`src/rtl/clk_switch_seq.sv`:
```
// clk_switch_seq
//   Glitch-safe sequencer for the rst_clk_ctrl clock tree. Runs on the
//   always-on 8 MHz ROSC clock and walks the clock muxes through a fixed safe
//   order: PLL up and settled, park on 8 MHz, reconfigure, release, then PLL
//   down when it is no longer used.
//
// Optional feature macro: CLKSEQ_PLL_LOCK_EN
//   Defined   -> adds pll_lock input (2-flop synchronised) and err output.
//                PLL_WAIT ends on synced lock; a PLL_SETTLE timeout aborts
//                the sequence with err=1.
//   Undefined -> fixed PLL_SETTLE wait, no pll_lock/err ports.
//
// Ports
//   clk, rst_n            : sequencer clock, async active-low reset
//   req_valid/req_ready   : request handshake (ready only in IDLE)
//   req_src/div/trim      : target source, divider, PLL trim
//   done, busy            : completion pulse, ~req_ready
//   cur_src, cur_div      : committed configuration
//   pll_en, pll_trim      : PLL controls
//   sel_8mhz/xclk/pll     : mux selects
//   clk_div               : divider select
//   pll_lock, err         : only with CLKSEQ_PLL_LOCK_EN
module clk_switch_seq #(
  parameter int PLL_SETTLE = 1024,
  parameter int MUX_SETTLE = 8,
  parameter int CNT_W      = 11
) (
  input  logic       clk,
  input  logic       rst_n,
  input  logic       req_valid,
  output logic       req_ready,
  input  logic [1:0] req_src,
  input  logic [1:0] req_div,
  input  logic [1:0] req_trim,
  output logic       done,
  output logic       busy,
  output logic [1:0] cur_src,
  output logic [1:0] cur_div,
  output logic       pll_en,
  output logic [1:0] pll_trim,
  output logic       sel_8mhz,
  output logic       sel_xclk,
  output logic       sel_pll,
  output logic [1:0] clk_div
`ifdef CLKSEQ_PLL_LOCK_EN
  ,
  input  logic       pll_lock,
  output logic       err
`endif
);

  localparam logic [1:0] SRC_PLL  = 2'd1;
  localparam logic [1:0] SRC_XCLK = 2'd2;
  localparam logic [1:0] SRC_8M   = 2'd3;

  localparam logic [CNT_W-1:0] PLL_LOAD = CNT_W'(PLL_SETTLE - 1);
  localparam logic [CNT_W-1:0] MUX_LOAD = CNT_W'(MUX_SETTLE - 1);

  typedef enum logic [2:0] {
    S_IDLE,
    S_PLL_WAIT,
    S_PARK,
    S_CFG,
    S_RELEASE,
    S_PLL_OFF,
    S_DONE
  } state_t;

  state_t           state;
  logic [CNT_W-1:0] cnt;
  logic [1:0]       tgt_src;
  logic [1:0]       tgt_div;
  logic             cnt_zero;
  logic             pll_up;
  logic             pll_fail;

  assign cnt_zero = (cnt == '0);

`ifdef CLKSEQ_PLL_LOCK_EN
  logic [1:0] lock_sync;

  always_ff @(posedge clk or negedge rst_n) begin
    if (!rst_n) lock_sync <= 2'b00;
    else        lock_sync <= {lock_sync[0], pll_lock};
  end

  // Lock wins over a simultaneous timeout; timeout only if lock never seen.
  assign pll_up   = lock_sync[1];
  assign pll_fail = cnt_zero & ~lock_sync[1];
`else
  assign pll_up   = cnt_zero;
  assign pll_fail = 1'b0;
`endif

  // Every control output is assigned only on the transition into a state,
  // so nothing moves while the FSM sits in IDLE or counts down a wait.
  // sel_xclk/sel_pll/clk_div are only written on CFG entry, which is always
  // preceded by sel_8mhz=1, so the final mux never sees a switching input.
  always_ff @(posedge clk or negedge rst_n) begin
    if (!rst_n) begin
      state     <= S_IDLE;
      cnt       <= '0;
      tgt_src   <= SRC_8M;
      tgt_div   <= 2'd0;
      req_ready <= 1'b1;
      busy      <= 1'b0;
      done      <= 1'b0;
      cur_src   <= SRC_8M;
      cur_div   <= 2'd0;
      pll_en    <= 1'b0;
      pll_trim  <= 2'd0;
      sel_8mhz  <= 1'b1;
      sel_xclk  <= 1'b0;
      sel_pll   <= 1'b0;
      clk_div   <= 2'd0;
`ifdef CLKSEQ_PLL_LOCK_EN
      err       <= 1'b0;
`endif
    end else begin
      case (state)
        S_IDLE: begin
          if (req_valid) begin
            req_ready <= 1'b0;
            busy      <= 1'b1;
            tgt_src   <= req_src;
            tgt_div   <= req_div;
`ifdef CLKSEQ_PLL_LOCK_EN
            err       <= 1'b0;
`endif
            if (req_src == cur_src && req_div == cur_div) begin
              if (req_src == SRC_PLL) pll_trim <= req_trim;
              done  <= 1'b1;
              state <= S_DONE;
            end else if (req_src == SRC_PLL && !pll_en) begin
              pll_en   <= 1'b1;
              pll_trim <= req_trim;
              cnt      <= PLL_LOAD;
              state    <= S_PLL_WAIT;
            end else begin
              // PLL already running: trim is retuned while still parked.
              if (req_src == SRC_PLL) pll_trim <= req_trim;
              if (!sel_8mhz) begin
                sel_8mhz <= 1'b1;
                cnt      <= MUX_LOAD;
                state    <= S_PARK;
              end else begin
                if (req_src != SRC_8M) begin
                  sel_pll  <= (req_src == SRC_PLL);
                  sel_xclk <= (req_src == SRC_XCLK);
                end
                clk_div <= req_div;
                cnt     <= MUX_LOAD;
                state   <= S_CFG;
              end
            end
          end
        end

        S_PLL_WAIT: begin
          if (pll_up) begin
            if (!sel_8mhz) begin
              sel_8mhz <= 1'b1;
              cnt      <= MUX_LOAD;
              state    <= S_PARK;
            end else begin
              sel_pll  <= 1'b1;
              sel_xclk <= 1'b0;
              clk_div  <= tgt_div;
              cnt      <= MUX_LOAD;
              state    <= S_CFG;
            end
          end else if (pll_fail) begin
            // Abort: PLL off, selects and committed config left alone.
            pll_en <= 1'b0;
            done   <= 1'b1;
`ifdef CLKSEQ_PLL_LOCK_EN
            err    <= 1'b1;
`endif
            state  <= S_DONE;
          end else begin
            cnt <= cnt - 1'b1;
          end
        end

        S_PARK: begin
          if (cnt_zero) begin
            if (tgt_src != SRC_8M) begin
              sel_pll  <= (tgt_src == SRC_PLL);
              sel_xclk <= (tgt_src == SRC_XCLK);
            end
            clk_div <= tgt_div;
            cnt     <= MUX_LOAD;
            state   <= S_CFG;
          end else begin
            cnt <= cnt - 1'b1;
          end
        end

        S_CFG: begin
          if (cnt_zero) begin
            if (tgt_src == SRC_8M) begin
              if (tgt_src != SRC_PLL) pll_en <= 1'b0;
              state <= S_PLL_OFF;
            end else begin
              sel_8mhz <= 1'b0;
              cnt      <= MUX_LOAD;
              state    <= S_RELEASE;
            end
          end else begin
            cnt <= cnt - 1'b1;
          end
        end

        S_RELEASE: begin
          if (cnt_zero) begin
            if (tgt_src != SRC_PLL) pll_en <= 1'b0;
            state <= S_PLL_OFF;
          end else begin
            cnt <= cnt - 1'b1;
          end
        end

        S_PLL_OFF: begin
          cur_src <= tgt_src;
          cur_div <= tgt_div;
          done    <= 1'b1;
          state   <= S_DONE;
        end

        S_DONE: begin
          done      <= 1'b0;
          req_ready <= 1'b1;
          busy      <= 1'b0;
          state     <= S_IDLE;
        end

        default: state <= S_IDLE;
      endcase
    end
  end

endmodule

```
`config.mk`:
```
export PLATFORM = sky130hd
export DESIGN_NAME = clk_switch_seq
export DESIGN_NICKNAME = d
export VERILOG_FILES = /design/src/rtl/clk_switch_seq.sv
export SDC_FILE = /design/constraint.sdc
export NUM_CORES = 1
export LEC_CHECK = 0
export CAP_MARGIN = 20
export CORE_AREA = 5 5 66 68
export CTS_BUF_LIST = sky130_fd_sc_hd__clkbuf_4 sky130_fd_sc_hd__clkbuf_8
export DETAILED_ROUTE_END_ITERATION = 8
export DIE_AREA = 0 0 71 73
export HOLD_SLACK_MARGIN = 0.06
export PLACE_DENSITY = 0.93
export SLEW_MARGIN = 10
export SYNTH_ARGS = -nofsm -noshare
export SYNTH_HDL_FRONTEND = slang
export SYNTH_SLANG_ARGS = --single-unit
```
`constraint.sdc`:
```
create_clock -name clk -period 3.25 [get_ports clk]
set_clock_uncertainty 0.05 [all_clocks]
set_input_delay 0.65 -clock clk [delete_from_list [all_inputs] [get_ports clk]]
set_output_delay 0.65 -clock clk [all_outputs]
set_load 0.03 [all_outputs]
```
==> parameters.txt, run 1 <==
Parameter                              Value

Power and ir drop
  Overall power    2.28 mW
  Gate power share    0.506
  Leakage Power    1.04 nW
  Net switching fraction of the power    0.439
  Clock power share    0.151
  Power density over cell area    913 nW/um^2
  Switching power    1.00 mW
  Proportion of power drawn by flip-flops and latches    0.343
  Internal Pwr Total    1.28 mW
  Highest ir drop seen on vdd    0.623 mV

Setup path
  Worst endpoint required time    3.37 ns
  CP bufs+invs    2
  Highest net fanout along the worst path    7
  CP delay by family, top    buffers and inverters
  Category of the critical setup timing path    input pin to flop
  Biggest cell delay along the critical path    0.62 ns
  Endpoint arrival time on the critical path    2.68 ns
  Worst path slowest cell    clkdlybuf4s50_1
  Worst-path cell chain    clkdlybuf4s50_1 -> xor2_1 -> o41ai_1 -> buf_4 -> a22oi_2 -> nand3b_1 -> mux2_1
  Cell depth of the worst setup path    7
  Depth of the worst register-to-register path    7
  R2R setup slack    0.76 ns
  Element type at the critical path end    flop
  Type of origin of the critical path    input pin

Routing
  Remaining antenna violation count after routing    0
  Total wire length after detailed routing    5.48 mm
  First-pass iteration count of the detailed router    6
  Post-detailed-route wirelength per cell    18.0 um
  Initial drt markers    325
  Residual DRC count    0
  Via-per-instance ratio    6.67
  Vias after detailed routing    2,028

Cells and area
  Area occupied by multi-input gates    1180 sq um
  Post-layout utilization of the core    0.658
  Antenna fix cells    0
  Layout net count    264
  Flip-flop and latch area    833 sq um
  Final instance count without filler cells    304
  Filler Cell Count    300
  Syn-to-layout area delta    18.4%
  Summed area of non-filler cells in the final layout    2500 sq um
  Fraction of layout cells with a size suffix above 1    0.161

Floorplan
  Die width    71 um
  Area enclosed by the die boundary    5180 sq um
  Starting utilization of the core area    0.556
  Number of cell rows    23
  Top-level port count    24
  Overall die height    73 um
  Core region area    3800 sq um

CTS
  Total of hold buffers inserted after clock tree synthesis    0
  TritonCTS Buffers    5
  # clock sinks    33
  Post_cts resized    0
  Number of buffers on the longest clock path    2
  Clk slew on worst S/H paths    0.07 ns
  TritonCTS clock tree    done
  H-tree Lvls    2
  Clock root buffer    clkbuf_8
  Post CTS Setup Buffer Count    0
  Worst-Skew Late Latency    0.29 ns

Synth
  Cells after synthesis    227
  Net Count, Synth    238
  Most frequently used cell type in the post-synthesis netlist    dfrtp_1
  Flop and latch count out of synthesis    33
  Leading post-synthesis cells by cell area    dfrtp_1 (32%), dfstp_2 (7.5%), o21ai_0 (4.3%), mux2_2 (4.3%), a21oi_1 (3.1%)
  Number of synthesized flops with an enable pin    0
  Most frequently used flop master after synthesis    dfrtp_1
  Sequential fraction of the synthesis area    0.395
  Count of unique library cells instantiated by Yosys    55
  Synth Cell Area    2110 sq um
  Synth Area per Inst    9.30 sq um
  Share of synthesized registers carrying an async set or reset    1.00
  Cell accounting for the most synthesized area    dfrtp_1
  Fraction of synthesized cell area taken by the top area cell type    0.320
  Synth cell count leaders    dfrtp_1 (27), o21ai_0 (18), nand2_1 (15)
  Number of warnings issued by yosys    0

GRT
  Number of global-route vias before repair    1,857
  Global-route wire length before repair    9.08 mm
  Antenna violations before repair    0
  Largest net degree at the start of global routing    34
  Total GRT Usage    0.219
  Global route total overflow    0

Place
  HPWL after detailed placement    3.73 mm
  Post-placement cell area    2400 sq um
  Number of placed instances, taps included    296
  Routability cong.    0.968
  PortBufs    23
  Pre-CTS worst setup slack    0.447 ns

Min path
  Type of the worst min-delay path    flop to flop
  WHS Path Cells    1

Timing
  Number of failing hold endpoints at the final stage    0
  Post-route worst setup slack    0.695 ns
  Number of setup violations in the final report    0
  Setup repair after global routing missed its margin    false
  Hold slack    0.451 ns
  Portion of the clock cycle consumed by the worst path in the final layout    0.786
  Slew headroom    0.547
  Total negative setup slack    0 ns
  Worst-Margin Slew    0.676 ns
  Minimum clock period after layout    2.55 ns
  Highest clock rate    0.391 GHz
  Max-slew violation count    0

Status
  Run status    completed

Run
  MaxCap Viol Count    0
cells in the final DEF (no fill, tap or decap), drive strengths merged, types with 5 or more instances in the layout:
cell type      instances
dfrtp                 27
clkdlybuf4s50         23
o21ai                 18
nand2                 15
nor2                  14
a21oi                 14
buf                    9
nor3                   9
mux2                   9
inv                    8
o211ai                 8
nand3                  7
a22o                   7
clkbuf                 7
dfstp                  6
a31oi                  5
o41ai                  5
power by group through the flow:
stage               clock (mW)  combinational, mW  sequential [mW]
floorplan                    0              0.737            0.844
global placement             0               1.08            0.772
detailed placement           0               1.12            0.784
CTS                      0.344               1.14            0.779
global route             0.368               1.25            0.811
finish                   0.344               1.16            0.784
registers in the layout, summed over array words and instances, names as in the netlist:
name,cells
cur_div,2
pll_en,1
cur_src,2
busy,1
clk_div,2
tgt_div,2
sel_pll,1
req_ready,1
pll_trim,2
tgt_src,2
sel_xclk,1
state,3
done,1
cnt,11
sel_8mhz,1
final cells by class:
class	instances	area share
Timing Repair Buffer	32	0.119
Clock inverter	1	0.00200
Multi-Input combinational cell	173	0.470
Inverter	8	0.0120
Tap cell	50	0.0250
Sequential cell	33	0.333
Clock buffer	7	0.0385
worst register-to-register path, stage by stage (launching register included):
cell and delay (ns):
dfrtp_1 0.40, inv_1 0.11, ha_1 0.17, or3b_1 0.46
o41ai_2 0.34, a31oi_1 0.20, and2_1 0.37, a32o_1 0.26
metal layers:
metal	up-vias	wire, um	global-route usage
met4	0	165	0.0981
li1	909	-	-
met2	136	2630	0.335
met3	20	536	0.0565
met1	963	2150	0.293
met5	-	0	0
final timing paths:
path,from,to
worst max-delay path,req_src[1],sel_xclk
worst min-delay path,sel_xclk,sel_xclk
worst max register to register,cnt[0],cnt[5]
worst min register to register,sel_xclk,sel_xclk
max in group asynchronous,rst_n,tgt_src[1]
min in group asynchronous,rst_n,cnt[6]
kinds of logic (layout without fill, tap and decap cells):
group                      Yosys count  in the layout  synth area share
DFF                                 33             33             0.395
xor gates and xnor gates             5              5            0.0207
adders and majority gates            2              2            0.0118
muxes                               13             13            0.0669
AOI/OAI and AO/OA                   80             80             0.269
buffers and inverters               21             48            0.0486
and+or+nand+nor                     73             73             0.188
(Power assumes the default switching activity.)
==> inputs of run 2 (changes only) <==
--- a/config.mk
+++ b/config.mk
@@ -6,12 +6,12 @@
 export NUM_CORES = 1
 export LEC_CHECK = 0
 export CAP_MARGIN = 20
-export CORE_AREA = 5 5 66 68
+export CORE_AREA = 5 5 70 72
 export CTS_BUF_LIST = sky130_fd_sc_hd__clkbuf_4 sky130_fd_sc_hd__clkbuf_8
 export DETAILED_ROUTE_END_ITERATION = 8
-export DIE_AREA = 0 0 71 73
+export DIE_AREA = 0 0 75 77
 export HOLD_SLACK_MARGIN = 0.06
-export PLACE_DENSITY = 0.93
+export PLACE_DENSITY = 0.87
 export SLEW_MARGIN = 10
 export SYNTH_ARGS = -nofsm -noshare
 export SYNTH_HDL_FRONTEND = slang
==> constraint.sdc (replaced) <==
create_clock -name clk -period 2.05 [get_ports clk]
set_clock_uncertainty 0.05 [all_clocks]
set_input_delay 0.41 -clock clk [delete_from_list [all_inputs] [get_ports clk]]
set_output_delay 0.41 -clock clk [all_outputs]
set_load 0.03 [all_outputs]
==> run 2 against run 1 <==
Compared with the run above:
- cell count is 11% higher
- highest routed layer unchanged
- flip-flop and latch count stayed put
- sequential share of layout area is 3.2 points lower
- largest cell class unchanged
==> parameters.txt, run 2 (same netlist as run 1, synthesis figures left out) <==
Parameter                              Value

Status
  Run status    completed

GRT
  Antenna violations before repair    0
  Number of global-route vias before repair    2,005
  Global route total overflow    0
  Global-route wire length before repair    9.49 mm
  Largest net degree at the start of global routing    34
  Total GRT Usage    0.209

Floorplan
  Number of cell rows    24
  Area enclosed by the die boundary    5780 sq um
  Top-level port count    24
  Die width    75 um
  Starting utilization of the core area    0.499
  Core region area    4230 sq um
  Overall die height    77 um

Setup path
  Endpoint arrival time on the critical path    1.56 ns
  Worst path slowest cell    clkdlybuf4s50_1
  CP delay by family, top    buffers and inverters
  Category of the critical setup timing path    flop to primary output
  Worst-path cell chain    clkdlybuf4s50_1
  Reg2Reg Launch Point    cnt[3]
  CP bufs+invs    1
  Highest net fanout along the worst path    5
  Element type at the critical path end    primary output
  Worst endpoint required time    1.59 ns
  R2R setup slack    0.08 ns
  Crit. Startpoint    sel_8mhz
  Biggest cell delay along the critical path    0.69 ns
  Type of origin of the critical path    flop

Min path
  Type of the worst min-delay path    flop to flop
  Startpoint of the lowest-slack hold path    req_ready

CTS
  # clock sinks    33
  TritonCTS clock tree    done
  Clk slew on worst S/H paths    0.07 ns
  TritonCTS Buffers    5
  H-tree Lvls    2
  Post CTS Setup Buffer Count    0
  Number of buffers on the longest clock path    2
  Worst-Skew Late Latency    0.29 ns
  Clock root buffer    clkbuf_8

Cells and area
  Most common cell after layout, fill and taps aside    buf_4
  Regs by FF count    cnt (11), state (3)
  Antenna fix cells    0
  Flip-flop count of the largest register after layout    11
  Most frequent cells in the layout    buf_4 (39), dfrtp_1 (27), clkdlybuf4s50_1 (21), o21ai_0 (17), nand2_1 (14)
  Layout net count    295
  Syn-to-layout area delta    31.1%
  Final instance count without filler cells    337
  Register bank with the most flops    cnt
  Fraction of layout cells with a size suffix above 1    0.284

Place
  Routability cong.    0.938
  Number of placed instances, taps included    328
  HPWL after detailed placement    4.09 mm
  PortBufs    23

Power and ir drop
  Highest ir drop seen on vdd    0.734 mV
  Internal Pwr Total    2.29 mW
  Net switching fraction of the power    0.418
  Gate power share    0.568
  Power density over cell area    1420 nW/um^2
  Switching power    1.65 mW
  Proportion of power drawn by flip-flops and latches    0.294
  Clock power share    0.139
  Leakage Power    1.21 nW

Timing
  Hold slack    0.449 ns
  Worst-Margin Slew    0.564 ns
  Slew headroom    0.620
  Number of setup violations in the final report    0
  Minimum clock period after layout    2.02 ns
  Max-slew violation count    0
  Number of failing hold endpoints at the final stage    0
  Highest clock rate    0.495 GHz
  Portion of the clock cycle consumed by the worst path in the final layout    0.986

Routing
  Vias after detailed routing    2,079
  Via-per-instance ratio    6.17
  Post-detailed-route wirelength per cell    17.0 um
  Remaining antenna violation count after routing    0
  Initial drt markers    208
  Total wire length after detailed routing    5.72 mm
  Residual DRC count    0
  First-pass iteration count of the detailed router    6

Run
  MaxCap Viol Count    0
[run 2: stage by stage]
| step | total power [mW] | utilization | setup slack [ns] | instance area, sq um | setup TNS [ns] |
|---|---|---|---|---|---|
| after floorplan | 2.52 | - | 0.00684 | 2120 | 0 |
| after global placement | 3.24 | 0.623 | -0.299 | 2640 | -3.64 |
| after detailed placement | 3.32 | 0.623 | -0.343 | 2640 | -4.73 |
| after CTS | 3.88 | 0.647 | 0.0282 | 2740 | 0 |
| after global routing | 4.18 | 0.654 | -0.00504 | 2770 | -0.0108 |
| final | 3.94 | 0.654 | 0.0287 | 2770 | 0 |
[run 2: worst paths after layout]
check,depth (start not counted),to
max,1,sel_8mhz
min,2,req_ready
max reg2reg,5,cnt[5]
min reg2reg,2,req_ready
max in group asynchronous,2,cur_src[1]
min in group asynchronous,2,cnt[6]
[run 2: layout make-up]
| type | instances | area (sq um) |
|---|---|---|
| fill | 324 | 1470 |
| multi-input combinational | 173 | 1210 |
| sequential | 33 | 833 |
| timing repair buffer | 63 | 529 |
| clock buffer | 8 | 97.6 |
| tap | 52 | 65.1 |
| inverter | 8 | 30.0 |
[run 2: routing by layer]
metal | wire length [um] | track usage | vias up | part of all wire
li1 | - | - | 970 | -
met1 | 2470 | 0.283 | 1023 | 0.43
met2 | 2820 | 0.328 | 76 | 0.49
met3 | 322 | 0.0301 | 10 | 0.056
met4 | 111 | 0.0836 | 0 | 0.019
met5 | 0 | 0 | - | 0
[run 2: repair_timing]
action / in CTS / in global routing
endpoints found under the setup margin: 9 / 12
pin swaps: 0 / 2
resized for setup: 5 / 10
hold buffers: 0 / 0
gates cloned: 0 / 1
[run 2: worst register-to-register path: cells and delay by family (launching register included)]
kind            cells  cell delay [ns]
simple gates        2             0.79
flops               1             0.39
compound gates      3             0.62
[run 2: power groups by stage]
stage                     combinational (mW)  sequential (mW)  clock (mW)
after floorplan                         1.18             1.34           0
after global placement                  2.10             1.14           0
after detailed placement                2.17             1.16           0
after CTS                               2.19             1.15       0.545
after global routing                    2.40             1.20       0.574
final                                   2.24             1.16       0.546
==> inputs of run 3 (changes only) <==
--- a/config.mk
+++ b/config.mk
@@ -6,12 +6,13 @@
 export NUM_CORES = 1
 export LEC_CHECK = 0
 export CAP_MARGIN = 20
-export CORE_AREA = 5 5 70 72
+export CORE_AREA = 5 5 66 68
 export CTS_BUF_LIST = sky130_fd_sc_hd__clkbuf_4 sky130_fd_sc_hd__clkbuf_8
 export DETAILED_ROUTE_END_ITERATION = 8
-export DIE_AREA = 0 0 75 77
+export DIE_AREA = 0 0 71 73
+export GPL_TIMING_DRIVEN = 0
 export HOLD_SLACK_MARGIN = 0.06
-export PLACE_DENSITY = 0.87
+export PLACE_DENSITY = 0.93
 export SLEW_MARGIN = 10
 export SYNTH_ARGS = -nofsm -noshare
 export SYNTH_HDL_FRONTEND = slang
==> constraint.sdc (replaced) <==
create_clock -name clk -period 2.6 [get_ports clk]
set_clock_uncertainty 0.05 [all_clocks]
set_input_delay 0.52 -clock clk [delete_from_list [all_inputs] [get_ports clk]]
set_output_delay 0.52 -clock clk [all_outputs]
set_load 0.03 [all_outputs]
==> run 3 against run 2 <==
Compared with the run above:
- register-to-register slack improved by 0.14 ns
- via count fell by 3.1%
- clock-buffer cell count fell by 3
- clock power fell by 30%
- critical path depth rose by 6
- flip-flop and latch count did not move
- critical endpoint is now cnt[0]
- largest power group unchanged
==> parameters.txt, run 3 (same netlist as run 1, synthesis figures left out) <==
Parameter                              Value

Cells and area
  Fraction of layout cells with a size suffix above 1    0.147
  Flip-flop and latch area    833 sq um
  Most frequent cells in the layout    dfrtp_1 (27), clkdlybuf4s50_1 (22), o21ai_0 (18), nand2_1 (15), nor2_1 (14)
  Syn-to-layout area delta    18.1%
  Regs by FF count    cnt (11), state (3)
  Register bank with the most flops    cnt
  Area occupied by multi-input gates    1180 sq um
  Antenna fix cells    0
  Layout net count    268
  Filler Cell Count    301
  Most common cell after layout, fill and taps aside    dfrtp_1
  Summed area of non-filler cells in the final layout    2490 sq um
  Flip-flop count of the largest register after layout    11

Floorplan
  Core region area    3800 sq um
  Top-level port count    24
  Number of cell rows    23
  Die width    71 um
  Area enclosed by the die boundary    5180 sq um
  Overall die height    73 um
  Starting utilization of the core area    0.556

Routing
  Initial drt markers    242
  Vias after detailed routing    2,014
  Via-per-instance ratio    6.54
  Total wire length after detailed routing    5.51 mm
  Post-detailed-route wirelength per cell    17.9 um
  Residual DRC count    0
  Remaining antenna violation count after routing    0
  First-pass iteration count of the detailed router    5

CTS
  Number of buffers on the longest clock path    2
  H-tree Lvls    2
  Total of hold buffers inserted after clock tree synthesis    0
  Worst-Skew Late Latency    0.29 ns
  Clk slew on worst S/H paths    0.08 ns
  TritonCTS Buffers    5
  # clock sinks    33
  Clock root buffer    clkbuf_8
  TritonCTS clock tree    done

Timing
  Worst-Margin Slew    0.814 ns
  Post-route worst setup slack    0.0554 ns
  Number of setup violations in the final report    0
  Highest clock rate    0.393 GHz
  Max-slew violation count    0
  Portion of the clock cycle consumed by the worst path in the final layout    0.979
  Slew headroom    0.452
  Setup repair after global routing missed its margin    true
  Minimum clock period after layout    2.54 ns
  Number of failing hold endpoints at the final stage    0
  Hold slack    0.219 ns

GRT
  Antenna violations before repair    0
  GRT Max-Usage Layer    met2
  GR met3 Demand/Resource    0.0468
  Global-route wire length before repair    9.19 mm
  Number of global-route vias before repair    1,916
  Grt met1 use    0.285
  Met2 GRT Util    0.378
  Largest net degree at the start of global routing    34
  Global route total overflow    0
  Total GRT Usage    0.223

Place
  Post-placement cell area    2400 sq um
  PortBufs    23
  Routability cong.    0.891
  HPWL after detailed placement    3.83 mm
  Pre-CTS worst setup slack    -0.358 ns

Setup path
  CP delay by family, top    buffers and inverters
  Worst-path cell chain    clkdlybuf4s50_1 -> xor2_1 -> o41ai_2 -> nand2_1 -> clkbuf_1 -> nand4_1 -> a21boi_1
  Type of origin of the critical path    input pin
  Biggest cell delay along the critical path    0.64 ns
  CP bufs+invs    2
  Worst path slowest cell    clkdlybuf4s50_1
  Worst endpoint required time    2.75 ns
  Endpoint arrival time on the critical path    2.69 ns
  Highest net fanout along the worst path    10
  Category of the critical setup timing path    input pin to flop
  Element type at the critical path end    flop

Power and ir drop
  Power density over cell area    1140 nW/um^2
  Overall power    2.83 mW
  Highest ir drop seen on vdd    0.686 mV
  Leakage Power    1.02 nW

Status
  Run status    completed

Run
  MaxCap Viol Count    0

Min path
  Type of the worst min-delay path    input pin to async pin
[run 3: cell types whose count changed in the layout (fill, tap and decap cells not counted), sizes merged]
cell	previous run	this run
clkbuf	8	12
dlygate4sd2	1	0
clkinvlp	0	1
dlymetal6s2s	1	0
clkinv	0	2
buf	40	7
clkdlybuf4s50	21	22
[run 3: through the flow]
stage,instances,utilization,setup TNS (ns)
detailed placement,300,0.632,-4.08
floorplan,227,-,0
global placement,300,0.633,-3.84
CTS,308,0.656,0
finish,308,0.656,0
global route,308,0.656,-0.0925
[run 3: routing by layer]
| layer | share of wire | vias to the layer above |
|---|---|---|
| met5 | 0 | - |
| met3 | 0.076 | 15 |
| li1 | - | 920 |
| met2 | 0.51 | 121 |
| met4 | 0.018 | 0 |
| met1 | 0.40 | 958 |
[run 3: what timing repair did]
item / in CTS / in global routing
gates resized for setup: 1 / 0
cloned: 0 / 0
endpoints found under the setup margin: 6 / 3
endpoints found under the hold margin: 0 / 0
pin swaps: 0 / 0
setup buffers: 0 / 0
[run 3: report_power, final]
part,switching [mW],total [mW],internal [mW]
Clock,0.197,0.382,0.185
Combinational,0.861,1.50,0.640
Sequential,0.211,0.949,0.738
Total,1.27,2.83,1.56
[run 3: path summary, 6_finish.rpt]
| kind | start | end | slack, ns | cells after the start |
|---|---|---|---|---|
| hold / removal | rst_n | cnt[3] | 0.22 | 1 |
| setup reg to reg | cnt[0] | cnt[9] | 0.22 | 8 |
| min in group clk | req_ready | req_ready | 0.45 | 2 |
| hold reg to reg | req_ready | req_ready | 0.45 | 2 |
| max in group asynchronous | rst_n | clk_div[1] | 1.80 | 1 |
| setup / recovery | req_src[1] | cnt[0] | 0.06 | 7 |
[run 3: area by class of cell]
class | instances | share of cell area
Multi-Input combinational cell | 173 | 0.475
Sequential cell | 33 | 0.334
Timing Repair Buffer | 23 | 0.0903
Buffer | 13 | 0.0291
Clock buffer | 5 | 0.0276
Tap cell | 50 | 0.0251
Inverter | 8 | 0.0120
Clock inverter | 3 | 0.00702
